## src/rtl/lpm_shiftreg_burst.sv

```systemverilog
// Parametrised shift register with parallel load, serial in/out, selectable
// direction and shift mode, a counted burst sequencer and an optional output delay line.
module lpm_shiftreg_burst #(
    parameter int               WIDTH  = 16,
    parameter int               CNT_W  = 5,
    parameter int               DELAY  = 0,
    parameter logic [WIDTH-1:0] SVALUE = {WIDTH{1'b1}}
) (
    input  logic             Clock,
    input  logic             Sclr,
    input  logic             Enable,
    input  logic             Sset,
    input  logic             Load,
    input  logic [WIDTH-1:0] Data,
    input  logic             ShiftIn,
    input  logic             Dir,
    input  logic [1:0]       Mode,
    input  logic             Step,
    input  logic             Start,
    input  logic [CNT_W-1:0] Count,
    output logic [WIDTH-1:0] Q,
    output logic             ShiftOut,
    output logic             Busy,
    output logic             Done
);

    typedef enum logic {IDLE, SHIFT} state_t;

    state_t           state_reg;
    logic [WIDTH-1:0] core_reg;
    logic [WIDTH-1:0] core_next;
    logic [CNT_W-1:0] remaining_reg;
    logic             busy_reg;
    logic             done_reg;
    logic [WIDTH-1:0] q_int;

    // One-step shift of the core, using the live Dir/Mode/ShiftIn.
    always_comb begin
        core_next = core_reg;
        if (!Dir) begin
            if (Mode == 2'b01)
                core_next = {core_reg[WIDTH-2:0], core_reg[WIDTH-1]};
            else
                core_next = {core_reg[WIDTH-2:0], ShiftIn};
        end else begin
            case (Mode)
                2'b01:   core_next = {core_reg[0], core_reg[WIDTH-1:1]};
                2'b10:   core_next = {core_reg[WIDTH-1], core_reg[WIDTH-1:1]};
                default: core_next = {ShiftIn, core_reg[WIDTH-1:1]};
            endcase
        end
    end

    always_ff @(posedge Clock) begin
        if (Sclr) begin
            core_reg      <= '0;
            state_reg     <= IDLE;
            remaining_reg <= '0;
            busy_reg      <= 1'b0;
            done_reg      <= 1'b0;
        end else if (Enable) begin
            done_reg <= 1'b0;
            if (Sset || Load) begin
                // Either one aborts a running burst without a completion pulse.
                core_reg      <= Sset ? SVALUE : Data;
                state_reg     <= IDLE;
                busy_reg      <= 1'b0;
                remaining_reg <= '0;
            end else if (state_reg == IDLE) begin
                if (Start) begin
                    if (Count == '0) begin
                        done_reg <= 1'b1;
                    end else begin
                        core_reg <= core_next;
                        if (Count == CNT_W'(1)) begin
                            done_reg <= 1'b1;
                        end else begin
                            state_reg     <= SHIFT;
                            busy_reg      <= 1'b1;
                            remaining_reg <= Count - CNT_W'(1);
                        end
                    end
                end else if (Step) begin
                    core_reg <= core_next;
                end
            end else begin
                core_reg      <= core_next;
                remaining_reg <= remaining_reg - CNT_W'(1);
                if (remaining_reg == CNT_W'(1)) begin
                    state_reg <= IDLE;
                    busy_reg  <= 1'b0;
                    done_reg  <= 1'b1;
                end
            end
        end else begin
            done_reg <= 1'b0;
        end
    end

    generate
        if (DELAY == 0) begin : g_nodelay
            assign q_int = core_reg;
        end else begin : g_delay
            logic [WIDTH-1:0] pipe_reg [DELAY];
            logic [WIDTH-1:0] pipe_in  [DELAY];
            for (genvar gi = 0; gi < DELAY; gi++) begin : g_stage
                if (gi == 0) begin : g_first
                    assign pipe_in[gi] = core_reg;
                end else begin : g_rest
                    assign pipe_in[gi] = pipe_reg[gi-1];
                end
                always_ff @(posedge Clock) begin
                    if (Sclr)
                        pipe_reg[gi] <= '0;
                    else if (Enable)
                        pipe_reg[gi] <= pipe_in[gi];
                end
            end
            assign q_int = pipe_reg[DELAY-1];
        end
    endgenerate

    assign Q        = q_int;
    assign ShiftOut = Dir ? q_int[0] : q_int[WIDTH-1];
    assign Busy     = busy_reg;
    assign Done     = done_reg;

endmodule

```

## config.mk

```make
export PLATFORM = sky130hd
export DESIGN_NAME = lpm_shiftreg_burst
export DESIGN_NICKNAME = d
export VERILOG_FILES = /design/src/rtl/lpm_shiftreg_burst.sv
export SDC_FILE = /design/constraint.sdc
export NUM_CORES = 1
export LEC_CHECK = 0
export CELL_PAD_IN_SITES_DETAIL_PLACEMENT = 0
export CELL_PAD_IN_SITES_GLOBAL_PLACEMENT = 1
export CORE_ASPECT_RATIO = 2
export CORE_MARGIN = 10
export CORE_UTILIZATION = 30
export CTS_CLUSTER_DIAMETER = 120
export DETAILED_ROUTE_END_ITERATION = 16
export DONT_BUFFER_PORTS = 1
export PLACE_DENSITY = 0.66
export SYNTH_ARGS = -nofsm -noshare
export SYNTH_HDL_FRONTEND = slang
export SYNTH_SLANG_ARGS = --single-unit
```

## constraint.sdc

```tcl
create_clock -name Clock -period 3.85 [get_ports Clock]
set_input_delay 0.385 -clock Clock [delete_from_list [all_inputs] [get_ports Clock]]
set_output_delay 0.385 -clock Clock [all_outputs]
set_load 0.01 [all_outputs]
```

Yosys cells after proc, flatten, opt, wreduce, memory -nomap -nowiden
Cells that the tools add are included.
{ "word_totals": {"reg_bits": 24, "inputBits": 32, "out_inout_bits": 19} }
{ "classes": {"addsub": 2, "n_eq_ne": 8, "mux": 32, "bitwise_logic": 1, "reduce_logical": 8} }
{ "ops": {"columns": ["op", "count"], "rows": [
  ["two-way mux 16 bit", 7],
  ["one-hot mux 16 bit (2 select lines)", 1],
  ["two-way mux 5 bit", 5],
  ["two-way mux 1 bit", 19],
  ["equality test 5 x 1 -> 1 bit (second input constant)", 2],
  ["subtractor 5 x 1 -> 5 bit (second input constant)", 2],
  ["!= test 3 bit (second input constant)", 2],
  ["logical NOT 5 bit", 1],
  ["AND reduction 5 bit", 1],
  ["!= test 4 bit (second input constant)", 1],
  ["AND reduction 4 bit", 1],
  ["nonzero test 4 bit", 1],
  ["!= test 3 x 1 -> 1 bit (second input constant)", 1],
  ["AND reduction 3 bit", 1],
  ["nonzero test 3 bit", 1],
  ["OR reduction 3 bit", 1],
  ["equality test 2 x 1 -> 1 bit (second input constant)", 1],
  ["equality test 2 bit (second input constant)", 1],
  ["logical OR 1 bit", 1],
  ["inverter 1 bit", 1]
]} }

Longest topological paths before layout
Gate-level depths: netlist of run 1.
{ "depth": {"depth_word": 7, "mapped_depth": 8} }

Worst setup path after synthesis of run 1
No wires, ideal clock.
{ "synth_timing": {"path_kind": "input to register", "start": "input port Count[0]", "end": "register core_reg[10], in the netlist Q[10]", "arrival_ps": 1754, "required_ps": 3708, "path_slack_ps": 1954, "cell_stages": 8, "path_buffers": 2, "path_cell_list": "inv_1 ha_1 or4b_1 o221a_1 buf_6 buf_8 o221ai_2 a21oi_2"} }
{ "synth_between": {"elab_chain_len": 3} }
{ "synth_rtl": {"columns": ["element", "line_no", "source"], "rows": [
  ["start, declared", "20", "input logic [CNT_W-1:0] Count,"],
  ["logical NOT 5 bit", "71", "if (Count == '0) begin"],
  ["!= test 4 bit (no line)", null, null],
  ["AND reduction 3 bit (no line)", null, null],
  ["end signal, assigned", "74", "core_reg <= core_next;"],
  ["end signal, assigned", "84", "core_reg <= core_next;"],
  ["end signal, assigned", "87", "core_reg <= core_next;"],
  ["end, declared", "30", "logic [WIDTH-1:0] core_reg;"]
]} }
Every way passes these cells.
A chain may end at the register's enable or synchronous reset.

Worst setup path after layout of run 1
{ "layout_timing": {"start": "register state_reg", "end": "register core_reg[2], in the netlist Q[2]"} }
{ "layout_between": {"elab_chain_len": 2} }
{ "layout_rtl": {"columns": ["element", "line_no", "source"], "rows": [
  ["start, declared", "29", "state_t state_reg;"],
  ["start signal, assigned", "57", "state_reg <= IDLE;"],
  ["start signal, assigned", "66", "state_reg <= IDLE;"],
  ["start signal, assigned", "78", "state_reg <= SHIFT;"],
  ["!= test 4 bit (no line) (tied with other cells)", null, null],
  ["AND reduction 3 bit (no line) / two-way mux 16 bit (equally long branches)", null, null],
  ["end signal, assigned", "65", "core_reg <= Sset ? SVALUE : Data;"],
  ["end signal, assigned", "74", null],
  ["end signal, assigned", "84", null]
]} }
Parallel ways exist; a longest one is shown, timed or not.

==> reports/metrics.yaml, run 1 <==
run_status:
  status: "finished clean"
setup_path:
  worstPathRequired_ns: 4.04
  r2r-start: "state_reg"
  rr_worst_depth: 4
  cp_top_family: "compound AO/OA/AOI/OAI gates"
  path_class: "reg -> reg"
  rr_endpoint: "Q[2]"
  slowest_delay_ns: 0.73
  cp-startpoint: "state_reg"
  crit_fanout: 15
  cp-end-kind: "flip-flop"
  path_buf_inv: 0
  worst-path-stages: 4
  worstPathArrival_ns: 2.38
  path_cells: "or4b_4 > o221ai_2 > nand2_1 > a21oi_1"
  cp-start-kind: "flip-flop"
  rrSetupSlack_ns: 1.66
  crit_slowest_cell: "o221ai_2"
  cp-endpoint: "Q[2]"
finish:
  layout-drive-gt1-share: 0.314
  num-nets-final: 209
  multiInputGateArea_um2: 1120
  largest_reg_flops: 16
  syn2layout_area_growth_pct: 4.95
  fillCellCount: 609
  mostFrequentLayoutCells: "24 x dfxtp_1, 15 x mux2_2"
  final_common_cell: "dfxtp_1"
  n_antenna_cell: 0
  seq_area_um2: 480
global_route:
  grt_max_degree: 25
  track_usage: 0.105
  antenna_found_initial: 0
  grt_pass1_vias: 1432
  grt_pass1_wl_um: 7850
  overflow: 0
power:
  p_clk_frac: 0.384
  switching_share: 0.259
  powerDensity_nw_per_um2: 353
  p_leak_uw: 0.000568
  power.internal_uw: 472
  combPwrFrac: 0.158
  ir_worst_vdd_uv: 233
  seq_power_share: 0.458
  p_switching_uw: 165
placement:
  dpl_worst_slack_ns: 1.53
  place_hpwl_um: 3840
  place.gp.congestion: 0.801
  io_buffers: 0
routing:
  drc: 0
  routed_wl_um: 4940
  route.vias.total: 1412
  vias_per_cell: 6.06
  detail_route.wl_per_cell_um: 21.2
  firstDrtPassIters: 4
  initialDrtViolationCount: 77
  ant_nets: 0
logic_synthesis:
  synth_ff_type: "dfxtp_1"
  synth_cells: 180
  synth_edf_count: 0
  synth_cell_types: 50
  synthTopCellsByArea: "dfxtp_1 28%, mux2_2 9.8%, o221ai_2 8.7%, a21oi_2 5.1%, nand2_2 3.6%"
  avgSynthCellArea_um2: 9.55
  syn_nets: 216
  seq_area_frac_synth: 0.279
  yosysTopAreaCell: "dfxtp_1"
  ys_warn_count: 0
  synthArstFlopShare: 0
  synth_seq_cells: 24
  netlist_area_um2: 1720
  synth_top_area_frac: 0.279
clocking:
  cts.repair.resized: 0
  clockRootBuffer: "clkbuf_16"
  cts_setup_buffers: 0
  cts_tree: "done"
  clockBufferDepth: 2
  cts_hold_buffers: 0
  clk_pin_slew_worst_paths_ns: 0.06
  numCtsBuffers: 3
  cts_sinks: 24
  htree_levels: 1
  worstSkewPairLatency_ns: 0.25
die:
  die_x_um: 73.5
  die_y_um: 127
  dieArea_um2: 9340
  io_pins: 51
  coreArea_um2: 5660
  initial_utilization: 0.304
  row_count: 39
sta:
  finalHoldViolCount: 0
  clock-skew-final_ns: 0.00207
  drv_slew: 0
  fin_setup_tns_ns: 0
  min_period_over_period: 0.568
  tightest_slew_ns: 0.907
  rsz0062_at_grt: "false"
  maxSlewHeadroom: 0.395
  setup_viol: 0
  max_freq_mhz: 457
  finalWorstPathRequiredPeriod_ns: 2.19
  timing.final.ws_setup_ns: 1.66
hold_path:
  hold_path.class: "in -> reg"
flow_run:
  drv_cap: 0
-- synth_stat cells (2+ instances only) --
library cell  instances
dfxtp_1              24
mux2_2               15
a21oi_1              10
a21oi_2              10
inv_1                10
nand2_2              10
o221ai_2             10
nand2_1               8
o21ai_0               6
o221ai_1              6
nor3_1                5
clkbuf_1              4
ha_1                  4
xnor2_1               4
a31oi_1               3
buf_1                 3
buf_6                 3
mux2i_1               3
nand2b_1              3
a32o_1                2
nand4_1               2
nor2_1                2
nor2b_1               2
nor3b_1               2
o21bai_1              2
o31ai_1               2
or3_1                 2
-- stage by stage --
step | power (uW) | instance area, um^2 | utilization | hold WS, ns | instances
finish | 637 | 1800 | 0.319 | 0.191 | 233
global route | 671 | 1800 | 0.319 | 0.178 | 233
CTS | 649 | 1800 | 0.319 | 0.179 | 233
detailed placement | 400 | 1720 | 0.303 | 0.454 | 229
global placement | 399 | 1720 | 0.303 | 0.452 | 229
floorplan | 390 | 1720 | - | 0.474 | 180
-- area by class of cell --
type / instances / share of cell area
clock buffers: 4 / 0.0492
inverters: 10 / 0.0208
multi-input cells: 134 / 0.621
flip-flops and latches: 24 / 0.266
well taps: 61 / 0.0423
-- worst min path at each step --
stage	endpoint	cells after the start	from
2_1_floorplan	remaining_reg[1]	1	remaining_reg[1]
3_3_place_gp	Q[4]	1	Sclr
3_5_place_dp	Q[4]	1	Sclr
4_1_cts	Q[4]	1	Sclr
5_1_grt	Q[6]	1	Sclr
6_report	Q[4]	1	Sclr
-- routing by layer --
layer / part of all wire / global-route usage / vias up
met5: 0 / 0 / -
met4: 0.015 / 0.0375 / 0
met3: 0.11 / 0.0496 / 6
met2: 0.54 / 0.185 / 47
met1: 0.34 / 0.102 / 678
li1: - / - / 681
-- power groups by stage --
stage / clock (uW) / combinational (uW) / sequential, uW
2_1_floorplan: 0 / 101 / 289
3_3_place_gp: 0 / 100 / 299
3_5_place_dp: 0 / 101 / 299
4_1_cts: 254 / 102 / 293
5_1_grt: 263 / 112 / 296
6_report: 245 / 101 / 292
-- kinds of logic after synthesis --
kind of cell / after synthesis / share of synthesized area
buffers and inverters: 22 / 0.0684
AND/OR/NAND/NOR: 45 / 0.163
adder cells (fa/ha/maj): 4 / 0.0291
multiplexers: 18 / 0.116
AO/OA/AOI/OAI: 63 / 0.324
flip-flops: 24 / 0.279
XOR/XNOR: 4 / 0.0204
Power figures use the tool's default switching activity.
==> run 2, diff against run 1 <==
- PLACE_DENSITY: 0.66 -> 0.68
- clock period: 3.85 -> 2 ns (I/O delays scaled with it)
==> run 2 against run 1 <==
Effect of this change: via count increased by 1.5%; setup slack lost 1.4 ns; wire length rose by 4.1%; combinational power rose by 120%; die area did not move; clock skew rose by 0.0022 ns; critical path depth up 1; first-iteration DRC count increased by 6.5%; total power up 97%; largest power group unchanged; maximum frequency grew 28%; sequential share of layout area down 1.3 points; register-to-register slack got worse by 1.4 ns.
==> reports/metrics.yaml, run 2 (synthesized netlist as in run 1, its figures left out) <==
routing:
  detail_route.wl_per_cell_um: 21.3  # +0.24%
  drc: 0  # unchanged
  route.vias.total: 1433  # +1.5%
  ant_nets: 0  # unchanged
  initialDrtViolationCount: 82  # +6.5%
  routed_wl_um: 5140  # +4.1%
  firstDrtPassIters: 4  # unchanged
  vias_per_cell: 5.92  # -2.3%
placement:
  place_hpwl_um: 3920  # +2.1%
  io_buffers: 0  # unchanged
  dpl_worst_slack_ns: 0.273  # -1.26 ns
  placedInstanceArea_um2: 1770  # +2.9%
  place.gp.congestion: 0.772  # -3.6%
clocking:
  worstSkewPairLatency_ns: 0.26  # about the same
  cts_sinks: 24  # unchanged
  cts_setup_buffers: 0  # unchanged
  clockBufferDepth: 2  # unchanged
  clockRootBuffer: "clkbuf_16"
  cts_tree: "done"
  clk_pin_slew_worst_paths_ns: 0.06  # about the same
  numCtsBuffers: 3  # unchanged
  htree_levels: 1  # unchanged
setup_path:
  rr_endpoint: "Q[15]"
  worstPathRequired_ns: 2.13  # -1.91 ns
  cp-endpoint: "Q[15]"
  crit_fanout: 18  # +3
  path_class: "reg -> reg"
  rr_worst_depth: 5  # +1
  cp-start-kind: "flip-flop"
  rrSetupSlack_ns: 0.30  # -1.37 ns
  worstPathArrival_ns: 1.83  # -0.55 ns
  r2r-start: "state_reg"
  cp-end-kind: "flip-flop"
  cp-startpoint: "state_reg"
run_status:
  status: "finished clean"
finish:
  largest_reg_flops: 16  # unchanged
  final_common_cell: "dfxtp_1"
  syn2layout_area_growth_pct: 10.2
  multiInputGateArea_um2: 1120  # unchanged
  mostFrequentLayoutCells: "24 x dfxtp_1, 15 x mux2_2"
  fillCellCount: 603  # -0.99%
  layout-drive-gt1-share: 0.326  # +0.0120
  seq_area_um2: 480  # unchanged
  n_antenna_cell: 0  # unchanged
  final_cell_area_um2: 1890  # +5.0%
  num-nets-final: 218  # +4.3%
power:
  ir_worst_vdd_uv: 474  # +100%
  powerDensity_nw_per_um2: 662  # +87%
  p_leak_uw: 0.000614  # +8.1%
die:
  dieArea_um2: 9340  # unchanged
  die_y_um: 127  # unchanged
  io_pins: 51  # unchanged
  row_count: 39  # unchanged
  coreArea_um2: 5660  # unchanged
  die_x_um: 73.5  # unchanged
  initial_utilization: 0.304  # unchanged
sta:
  clock-skew-final_ns: 0.00425  # +0.00218 ns
  finalWorstPathRequiredPeriod_ns: 1.70  # -0.484 ns
  finalHoldViolCount: 0  # unchanged
  drv_slew: 0  # unchanged
  tightest_slew_ns: 0.770  # -0.138 ns
  setup_viol: 0  # unchanged
  fin_setup_tns_ns: 0  # unchanged
  rsz0062_at_grt: "false"
  min_period_over_period: 0.852  # +0.284
  maxSlewHeadroom: 0.487  # +0.0919
  timing.final.ws_setup_ns: 0.296  # -1.37 ns
  max_freq_mhz: 587  # +28%
global_route:
  antenna_found_initial: 0  # unchanged
  grt_pass1_wl_um: 7820  # -0.36%
  grt_pass1_vias: 1442  # +0.70%
  track_usage: 0.105  # about the same
  grt_max_degree: 23  # -8.0%
  overflow: 0  # unchanged
flow_run:
  drv_cap: 0  # unchanged
hold_path:
  hold_path.class: "in -> reg"
## run 2: cell types whose count changed in the layout (fill, tap and decap cells not counted), sizes merged
| cell | change |
|---|---|
| buf | +5 |
| dlygate4sd3 | +4 |
## run 2: worst max-delay path, cell delays in order (launching register included)
cell	delay (ns)
dfxtp_1	0.31
or4b_4	0.56
o221a_1	0.24
buf_4	0.21
a21oi_1	0.20
a311oi_2	0.06
## run 2: worst min path at each step
stage / startpoint / to / cells after the start
after floorplan: Enable / state_reg / 2
after global placement: Sclr / Q[8] / 1
after detailed placement: Sclr / Q[8] / 1
after CTS: Sclr / Q[15] / 1
after global routing: Sclr / Q[14] / 1
final: Sclr / Q[14] / 1
## run 2: metal layers
layer | up-vias | routed length [um] | global-route usage
li1 | 696 | - | -
met1 | 677 | 1810 | 0.102
met2 | 53 | 2700 | 0.185
met3 | 7 | 510 | 0.0457
met4 | 0 | 116 | 0.0441
met5 | - | 0 | 0
## run 2: where the power goes
| part | internal (uW) | switching [uW] |
|---|---|---|
| logic | 110 | 110 |
| clock network | 306 | 167 |
| registers | 508 | 52.5 |
## run 2: per-stage QoR
stage	power (uW)	std cells	hold WS (ns)	utilization
after global placement	778	234	0.268	0.312
after CTS	1280	241	0.00202	0.333
after floorplan	750	180	0.373	-
after global routing	1320	242	0.00503	0.335
final	1250	242	0.0119	0.335
after detailed placement	781	234	0.269	0.312
## run 2: what timing repair did
action                    CTS  global route
hold buffers                3             1
hold endpoints to repair    7             3
gates resized for setup     0             0
## run 2: cell type report
class	instances	share of cell area
clock buffers	4	0.0469
inverters	10	0.0198
multi-input cells	134	0.592
flip-flops and latches	24	0.254
well taps	61	0.0403
repair buffers	9	0.0476
